==> src/rtl/sha3_pkg.sv <==
// Shared constants, state encoding and bit-order helper for the SHA3 absorb path.
package sha3_pkg;

  localparam int RATE_BYTES   = 136;
  localparam int DIGEST_BYTES = 32;
  localparam int RATE_BITS    = RATE_BYTES * 8;
  localparam int DIGEST_BITS  = DIGEST_BYTES * 8;

  // Padding bytes already in the core's reversed bit order (0x06 and 0x80 of FIPS 202).
  localparam logic [7:0] SHA3_DS_BYTE  = 8'h60;
  localparam logic [7:0] SHA3_END_BYTE = 8'h01;

  localparam logic [7:0] LAST_SLOT = 8'(RATE_BYTES - 1);

  typedef enum logic [2:0] {
    ST_IDLE,
    ST_FILL,
    ST_ISSUE,
    ST_WAIT_NEXT,
    ST_PADBLK,
    ST_WAIT_HASH,
    ST_OUT
  } absorb_state_t;

  // The core expects bit 0 of each message byte in the MSB of its slot.
  function automatic logic [7:0] bit_rev8(input logic [7:0] b);
    logic [7:0] r;
    for (int i = 0; i < 8; i++) begin
      r[i] = b[7-i];
    end
    return r;
  endfunction

endpackage

==> src/rtl/sha3_digest_ser.sv <==
// Digest serializer: latches the 256-bit digest and emits it LSB byte first,
// one byte per cycle, flagging the final byte.
module sha3_digest_ser
  import sha3_pkg::*;
(
  input  logic                   clk,
  input  logic                   rst_n,
  input  logic                   load,
  input  logic [DIGEST_BITS-1:0] din,
  output logic [7:0]             o_data,
  output logic                   o_valid,
  output logic                   o_last
);

  localparam int IDX_W = $clog2(DIGEST_BYTES);

  logic [DIGEST_BITS-1:0] shift_reg;
  logic [IDX_W-1:0]       idx_reg;

  // Load emits byte 0 immediately; each following cycle shifts out the next byte.
  always_ff @(posedge clk or negedge rst_n) begin
    if (!rst_n) begin
      shift_reg <= '0;
      idx_reg   <= '0;
      o_data    <= 8'h00;
      o_valid   <= 1'b0;
      o_last    <= 1'b0;
    end else if (load) begin
      o_data    <= din[7:0];
      o_valid   <= 1'b1;
      o_last    <= 1'b0;
      shift_reg <= {8'h00, din[DIGEST_BITS-1:8]};
      idx_reg   <= IDX_W'(1);
    end else if (o_valid && !o_last) begin
      o_data    <= shift_reg[7:0];
      shift_reg <= {8'h00, shift_reg[DIGEST_BITS-1:8]};
      o_last    <= (idx_reg == IDX_W'(DIGEST_BYTES - 1));
      idx_reg   <= idx_reg + IDX_W'(1);
    end else begin
      o_data  <= 8'h00;
      o_valid <= 1'b0;
      o_last  <= 1'b0;
    end
  end

endmodule

==> src/rtl/sha3_absorb_ctrl.sv <==
// Byte-stream front end for the SHA3-256 core: packs bytes into rate blocks,
// inserts SHA3 padding, sequences multi-block absorption and serializes the digest.
module sha3_absorb_ctrl
  import sha3_pkg::*;
(
  input  logic                   clk,
  input  logic                   rst_n,
  input  logic [7:0]             i_data,
  input  logic                   i_valid,
  input  logic                   i_last,
  output logic                   o_in_ready,
  output logic [7:0]             o_data,
  output logic                   o_valid,
  output logic                   o_last,
  output logic [RATE_BITS-1:0]   core_in,
  output logic                   core_more,
  output logic                   core_in_valid,
  input  logic                   core_hash_next,
  input  logic [DIGEST_BITS-1:0] core_out,
  input  logic                   core_out_valid
);

  absorb_state_t state;
  logic [7:0]    cnt;
  logic          pad_pending;

  logic          accept;
  logic          at_end;
  logic [7:0]    cnt_inc;
  logic [7:0]    data_rev;
  logic          buf_clear;
  logic          buf_pad;
  logic          ser_load;

  // o_in_ready is only high in IDLE/FILL, so it doubles as the accept qualifier.
  assign accept    = i_valid && o_in_ready;
  assign at_end    = (cnt == LAST_SLOT);
  assign cnt_inc   = cnt + 8'd1;
  assign data_rev  = bit_rev8(i_data);
  assign buf_clear = ((state == ST_WAIT_NEXT) && core_hash_next) ||
                     ((state == ST_OUT) && o_last);
  assign buf_pad   = (state == ST_PADBLK);
  assign ser_load  = (state == ST_WAIT_HASH) && core_out_valid;

  // One byte slot per rate byte; slot k maps to core_in[1087-8k -: 8].
  for (genvar gi = 0; gi < RATE_BYTES; gi++) begin : g_slot
    localparam logic [7:0] SLOT_IDX = 8'(gi);
    localparam bit         IS_END   = (gi == RATE_BYTES - 1);
    localparam logic [7:0] PAD_VAL  = (gi == 0) ? SHA3_DS_BYTE :
                                      (IS_END ? SHA3_END_BYTE : 8'h00);

    logic [7:0] slot_reg;
    logic [7:0] fill_val;

    // Value this slot takes on an accepted byte: the byte itself, plus padding
    // when the message ends here (the end marker only if this block closes it).
    always_comb begin
      fill_val = slot_reg;
      if (cnt == SLOT_IDX) begin
        fill_val = data_rev;
      end
      if (i_last && (cnt_inc == SLOT_IDX)) begin
        fill_val = fill_val | SHA3_DS_BYTE;
      end
      if (i_last && !at_end && IS_END) begin
        fill_val = fill_val | SHA3_END_BYTE;
      end
    end

    // Slot register: cleared between blocks, preset for the padding-only block.
    always_ff @(posedge clk or negedge rst_n) begin
      if (!rst_n) begin
        slot_reg <= 8'h00;
      end else if (buf_clear) begin
        slot_reg <= 8'h00;
      end else if (buf_pad) begin
        slot_reg <= PAD_VAL;
      end else if (accept) begin
        slot_reg <= fill_val;
      end
    end

    assign core_in[RATE_BITS-1-8*gi -: 8] = slot_reg;
  end

  // Block sequencing FSM with registered handshake outputs.
  always_ff @(posedge clk or negedge rst_n) begin
    if (!rst_n) begin
      state         <= ST_IDLE;
      cnt           <= 8'd0;
      pad_pending   <= 1'b0;
      o_in_ready    <= 1'b1;
      core_more     <= 1'b0;
      core_in_valid <= 1'b0;
    end else begin
      core_in_valid <= 1'b0;
      case (state)
        ST_IDLE, ST_FILL: begin
          if (accept) begin
            if (i_last || at_end) begin
              state         <= ST_ISSUE;
              cnt           <= 8'd0;
              o_in_ready    <= 1'b0;
              core_in_valid <= 1'b1;
              // A full block always has something after it: more data or the pad block.
              core_more     <= at_end;
              pad_pending   <= i_last && at_end;
            end else begin
              state <= ST_FILL;
              cnt   <= cnt_inc;
            end
          end
        end
        ST_ISSUE: begin
          state <= core_more ? ST_WAIT_NEXT : ST_WAIT_HASH;
        end
        ST_WAIT_NEXT: begin
          if (core_hash_next) begin
            cnt <= 8'd0;
            if (pad_pending) begin
              state <= ST_PADBLK;
            end else begin
              state      <= ST_FILL;
              o_in_ready <= 1'b1;
            end
          end
        end
        ST_PADBLK: begin
          state         <= ST_ISSUE;
          core_in_valid <= 1'b1;
          core_more     <= 1'b0;
          pad_pending   <= 1'b0;
        end
        ST_WAIT_HASH: begin
          if (core_out_valid) begin
            state <= ST_OUT;
          end
        end
        ST_OUT: begin
          if (o_last) begin
            state      <= ST_IDLE;
            o_in_ready <= 1'b1;
          end
        end
        default: begin
          state      <= ST_IDLE;
          o_in_ready <= 1'b1;
        end
      endcase
    end
  end

  sha3_digest_ser u_digest_ser (
    .clk     (clk),
    .rst_n   (rst_n),
    .load    (ser_load),
    .din     (core_out),
    .o_data  (o_data),
    .o_valid (o_valid),
    .o_last  (o_last)
  );

endmodule
==> config.mk <==
export PLATFORM = sky130hd
export DESIGN_NAME = sha3_absorb_ctrl
export DESIGN_NICKNAME = d
export VERILOG_FILES = /design/src/rtl/sha3_pkg.sv /design/src/rtl/sha3_digest_ser.sv /design/src/rtl/sha3_absorb_ctrl.sv
export SDC_FILE = /design/constraint.sdc
export NUM_CORES = 2
export LEC_CHECK = 0
export ABC_AREA = 1
export BUFFER_PORTS_ARGS = -buffer_cell sky130_fd_sc_hd__buf_2
export CORE_AREA = 3 3 526 528
export CTS_BUF_LIST = sky130_fd_sc_hd__clkbuf_8
export CTS_CLUSTER_SIZE = 12
export DETAILED_ROUTE_END_ITERATION = 12
export DIE_AREA = 0 0 529 531
export PLACE_DENSITY = 0.35
export SLEW_MARGIN = 20
export SYNTH_ARGS = -nofsm -noshare
export SYNTH_HDL_FRONTEND = slang
export SYNTH_SLANG_ARGS = --single-unit
==> constraint.sdc <==
create_clock -name clk -period 2.15 [get_ports clk]
set_input_delay 0.215 -clock clk [delete_from_list [all_inputs] [get_ports clk]]
set_output_delay 0.215 -clock clk [all_outputs]
set_load 0.01 [all_outputs]
# After elaboration in Yosys (flattened, before gate mapping)
# Index checks and enable logic that the tools add are counted.
dict set report totals {
  register_bits 1374
  out_inout_bits 1101
}
dict set report op_classes {
  addsub 2
  n_eq_ne 284
  mux 718
  bitwise 1
  reduce_logical 430
}
# operator count
set ops {}
lappend ops {{$mux W8} 549}
lappend ops {{$eq A8 B7 Y1 const B} 128}
lappend ops {{$mux W7} 136}
lappend ops {{$reduce_bool A4 Y1} 135}
lappend ops {{$eq A8 B6 Y1 const B} 64}
lappend ops {{$mux W256} 2}
lappend ops {{$reduce_and A2 Y1} 135}
lappend ops {{$eq A8 B5 Y1 const B} 32}
lappend ops {{$logic_and A1 B1 Y1} 143}
lappend ops {{$eq A8 B4 Y1 const B} 16}
lappend ops {{$eq A8 B8 Y1 const B} 16}
lappend ops {{$eq A8 B3 Y1 const B} 8}
lappend ops {{$eq A8 B2 Y1 const B} 4}
lappend ops {{$mux W3} 6}
lappend ops {{$pmux W3 S6} 1}
lappend ops {{$eq A8 B1 Y1 const B} 2}
lappend ops {{$logic_not A8 Y1} 2}
lappend ops {{$mux W1} 16}
lappend ops {{$pmux W8 S2} 1}
lappend ops {{$ne A2 B2 Y1 const B} 6}
lappend ops {{$mux W5} 2}
lappend ops {{$eq A3 B3 Y1 const B} 3}
lappend ops {{$add A8 B1 Y8 const B} 1}
lappend ops {{$eq A3 B2 Y1 const B} 2}
lappend ops {{other kinds (18)} 25}

# Depth between registers and ports, before layout
dict set report depth {
  depth_word 8
  mapped_depth 13
  ltp_nobuf 11
}

# Hierarchy
# Synthesis repeated with hierarchy kept, for this count alone.
dict set report hier_totals {
  hier_cells 6438
  area_unflattened_um2 56874.5
}
# mod n_inst cells_per_inst area_per_inst_um2 seq_area_each_um2
set by_module_without_submodules {}
lappend by_module_without_submodules {sha3_absorb_ctrl 1 5052 45563.7 27602.7}
lappend by_module_without_submodules {sha3_digest_ser 1 1386 11310.8 6581.3}

# Worst setup path after synthesis
# OpenSTA, ideal clock, no wires.
dict set report synth_path {
  path_type {reg2reg}
  from {register cnt[0]}
  to {register g_slot[112].slot_reg[5]}
  arrival_time_ns 1.874
  required_ns 2.033
  setup_slack_ns 0.159
  stages_incl_launch_ff 10
  path_buffers 1
  synth_period_minus_slack_ns 1.991
  path_cell_list {dfrtp_1 ha_1 nand3_1 xor2_1 nor2_4 buf_2 nand4_1 nand2_1 nand2_1 nand2_1}
}
dict set report synth_between {
  elab_chain_len 7
  elab_cells_between_ends 10
  classes_between {add/sub (1); eq/ne (2); mux (4); reduce/logical (3)}
}
# element line
set synth_lines {}
lappend synth_lines {{start: declaration} sha3_absorb_ctrl.sv:24} ;# logic [7:0] cnt;
lappend synth_lines {{start signal: assignment} sha3_absorb_ctrl.sv:110} ;# cnt <= cnt_inc;
lappend synth_lines {{$add A8 B1 Y8} sha3_absorb_ctrl.sv:38} ;# assign cnt_inc = cnt + 8'd1;
lappend synth_lines {{$eq A8 B7 Y1} sha3_absorb_ctrl.sv:62} ;# if (i_last && (cnt_inc == SLOT_IDX)) begin
lappend synth_lines {{$logic_and A1 B1 Y1} sha3_absorb_ctrl.sv:62}
lappend synth_lines {{$mux W7} sha3_absorb_ctrl.sv:62}
lappend synth_lines {{$mux W8} sha3_absorb_ctrl.sv:78} ;# end else if (accept) begin
lappend synth_lines {{$mux W8} sha3_absorb_ctrl.sv:76} ;# end else if (buf_pad) begin
lappend synth_lines {{$mux W8} sha3_absorb_ctrl.sv:74} ;# end else if (buf_clear) begin
lappend synth_lines {{end signal: assignment} sha3_absorb_ctrl.sv:79} ;# slot_reg <= fill_val;
lappend synth_lines {{end: declaration} sha3_absorb_ctrl.sv:52} ;# logic [7:0] slot_reg;
# Several ways; a longest one is shown, not always the timed one. The select of a mux whose other input is x is not followed.
# A chain may end at the register's enable or synchronous reset.

# Worst setup path after layout
dict set report layout_path {
  from {register cnt[0]}
  to {register g_slot[122].slot_reg[5]}
}
dict set report layout_between {
  elab_chain_len 7
  elab_cells_between_ends 10
  classes_between {add/sub (1); eq/ne (2); mux (4); reduce/logical (3)}
}
# element line
set layout_lines {}
lappend layout_lines {{$add A8 B1 Y8} sha3_absorb_ctrl.sv:38}
lappend layout_lines {{$eq A8 B7 Y1} sha3_absorb_ctrl.sv:62}
lappend layout_lines {{$logic_and A1 B1 Y1} sha3_absorb_ctrl.sv:62}
lappend layout_lines {{$mux W7} sha3_absorb_ctrl.sv:62}
lappend layout_lines {{$mux W8} sha3_absorb_ctrl.sv:78}
lappend layout_lines {{$mux W8} sha3_absorb_ctrl.sv:76}
lappend layout_lines {{$mux W8} sha3_absorb_ctrl.sv:74}
lappend layout_lines {{end signal: assignment} sha3_absorb_ctrl.sv:79}
lappend layout_lines {{end: declaration} sha3_absorb_ctrl.sv:52}
# Several ways; a longest one is shown, not always the timed one. The select of a mux whose other input is x is not followed.

==> flow_metrics.tcl <==
set metrics [dict create \
    synth.net_count 6615 \
    synth_ff_type "dfrtp_1" \
    arrival_ps 3160 \
    start_util_pct 20.81 \
    worst_slack_ps -130.3 \
    die-area_sq_um 280900 \
    synth_edf_count 0 \
    fin_skew_ps 58.65 \
    num_vias 57230 \
    max_freq_mhz 438.5 \
    grt_max_degree 107 \
    finish.utilization_pct 32.78 \
    rsz0062_at_grt "true" \
    die_h_um 531 \
    routedWlPerCell_um 27.00 \
    row_count 192 \
    drt_iter0_drc 4046 \
    violations "negative setup slack" \
    yosysSeqAreaShare_pct 60.21 \
    critPathKind "flip-flop to flip-flop" \
    finalPower_uw 125500 \
    grt_usage_pct 22.69 \
    reg2regPathDepth 14 \
    areaGrowthSynthToFinish_pct 57.55 \
    dp.cells 11420 \
    ioPinCount 1371 \
    grt-ovfl-total 0 \
    drive_above_1_share_pct 32.29 \
    clockRootBuffer "clkbuf_8" \
    antenna_found_initial 44 \
    grt_pass1_wl_mm 455.8 \
    p_leak_uw 0.04372 \
    synth_seq_cells 1366 \
    grt_pass1_vias 57360 \
    die_w_um 529 \
    required_ps 3030 \
    drcViolationCount 0 \
    firstDrtPassIters 5 \
    vias_per_cell 4.542 \
    yosys_warnings 0 \
    path_clk_slew_ps 60 \
    synthArstFlopShare_pct 100.0 \
    status "finished, violations left" \
    met1_usage_pct 27.82 \
    cts_buffers 274 \
    synth_area_per_cell_sq_um 8.961 \
    grtUsageMet3_pct 5.943 \
    drv_slew 0 \
    place_hpwl_mm 243.7 \
    whs_ps 114.5 \
    crit_fanout 7 \
    largest_register_ffs 1088 \
    busiest_layer "met2" \
    setup_viol_count_final 214 \
    tightestPinTransition_ps 712.3 \
    clock_latency_ps 960 \
    clock-sinks 1366 \
    p_per_area_nw_per_um2 1403 \
    final_net_count 9056 \
    worst_ir_drop_vdd_uv 859.8 \
    endpoint_kind "flip-flop" \
    cts_tree "built" \
    relSlewSlack_pct 52.46 \
    io_buffers 1370 \
    finalCritPeriodShare_pct 106.1 \
    use_met2_pct 38.06 \
    ys_types 35 \
    drv_cap 0 \
    layout.cells.non_filler 12600 \
    htreeDepth 5 \
    worstHoldPathType "input port to flip-flop" \
    clock_path_buffers 4 \
    routed_wl_mm 340.2 \
    placeableCoreArea_sq_um 272900 \
    synthesis.area_sq_um 56780 \
    n_fill_cell 28610 \
    place_congestion 0.8423 \
    crit_path_start_kind "flip-flop" \
    period_needed_ps 2280 \
    hold_path_depth 4 \
    syn_inst 6336 \
    timing_hold_violations_final 0 \
    antenna_left 0 \
]
[final cells by class]
class                   count  area, sq um  area share (%)
diodes                     38        95.09          0.1063
flip-flops and latches   1366        34190           38.22
inverters                 216        845.8          0.9455
repair buffers           2634        23120           25.84
clock inverters           136        769.5          0.8602
well taps                3589         4491           5.020
multi-input cells        4285        21320           23.83
clock buffers             336         4624           5.170
[final timing paths]
path / from / to / slack [ps]
setup / recovery: cnt[0]$_DFFE_PN0P_ / g_slot[122].slot_reg[5]$_DFFE_PN0P_ / -130
hold / removal: core_out[206] / u_digest_ser.shift_reg[198]$_DFFE_PN0P_ / 110
setup reg to reg: cnt[0]$_DFFE_PN0P_ / g_slot[122].slot_reg[5]$_DFFE_PN0P_ / -130
hold reg to reg: u_digest_ser.idx_reg[3]$_DFFE_PN0P_ / u_digest_ser.idx_reg[3]$_DFFE_PN0P_ / 470
max in group asynchronous: rst_n / g_slot[34].slot_reg[1]$_DFFE_PN0P_ / 1230
min in group asynchronous: rst_n / g_slot[34].slot_reg[2]$_DFFE_PN0P_ / 120
[cell usage in the layout, fill, tap and decap left out, types with 12 or more instances in the layout]
cell	instances
buf_6	49
nor2_4	67
dlygate4sd3_1	471
buf_2	1369
o211ai_1	103
o21ai_1	283
inv_1	304
nor2_1	180
nand2_1	1958
nand4_1	139
dfrtp_1	1360
a21oi_1	197
inv_6	12
buf_8	19
o221ai_1	106
diode_2	38
nor2_2	80
o21ai_0	548
nand3_4	19
buf_4	350
a21oi_2	83
buf_12	288
nand2_4	12
clkbuf_8	336
nand3_1	397
buf_16	48
nand3_2	45
nand2_2	20
clkbuf_16	40
[cell families (layout without fill, tap and decap cells)]
kind of cell / Yosys count / count (layout) / share of synthesized area, %
mux: 1 / 1 / 0.01763
buf+inv: 685 / 3322 / 5.060
flops: 1366 / 1366 / 60.21
compound gates: 1345 / 1345 / 13.15
fa+ha+maj: 9 / 9 / 0.1983
simple gates: 2928 / 2928 / 21.34
xor+xnor: 2 / 2 / 0.03086
other cells: 0 / 38 / 0
[critical path: stages (launching register included)]
cell and delay, ps:
dfrtp_1 380, buf_6 140, ha_4 190, nand3_4 90, buf_12 150, xor2_4 160
buf_6 130, nor2_4 150, buf_12 190, buf_12 130, buf_12 120, nand4_1 130
nand2_1 130, nand2_1 60, nand2_1 50
[timing repair]
| action | 4_1_cts | 5_1_grt |
|---|---|---|
| pin swaps | 180 | 336 |
| endpoints found under the setup margin | 537 | 600 |
| cloned | 34 | 43 |
| hold endpoints to repair | 2438 | 0 |
| hold buffers | 472 | 0 |
| setup buffers | 71 | 71 |
| gates resized for setup | 209 | 319 |
[routing by layer]
layer | wire (um) | vias to the layer above
met5 | 30 | -
met4 | 14650 | 4
li1 | - | 26210
met2 | 161200 | 2101
met1 | 140000 | 28370
met3 | 24390 | 543
[where the power goes]
group | switching (uW) | leakage (uW) | total, uW | internal (uW)
clock | 12500 | 0.00313 | 27100 | 14600
sequential | 6180 | 0.0175 | 42900 | 36700
combinational | 34800 | 0.0231 | 55500 | 20700
[per-stage QoR]
stage	instance area [sq um]	setup WS (ps)	TNS, ps
floorplan	56780	159.2	0
global placement	73980	-337.9	-49030
detailed placement	73990	-312.0	-47240
CTS	86600	-119.1	-4872
global route	89420	-275.8	-43250
finish	89450	-130.3	-12790
[synthesized netlist by cell type, types with 3 or more instances]
cell type	number	share of area (%)
buf_4	8	0.11
nor2_1	284	1.9
o221ai_1	106	1.6
o21ai_0	567	5.0
nand2_2	7	0.077
nand3_2	4	0.071
buf_2	203	1.8
dfrtp_1	1365	60
clkbuf_1	230	1.5
nor2_4	7	0.14
nand3_1	457	4.0
inv_2	8	0.053
o211ai_1	103	1.4
a21oi_1	278	2.5
o21ai_1	266	2.3
o21bai_1	3	0.040
a22o_1	10	0.15
o22ai_1	9	0.099
ha_1	9	0.20
nand2_1	1988	13
nor3_1	3	0.026
inv_1	208	1.4
nor2_2	36	0.40
nand4_1	139	1.5
buf_1	24	0.16
Power figures use the tool's default switching activity.
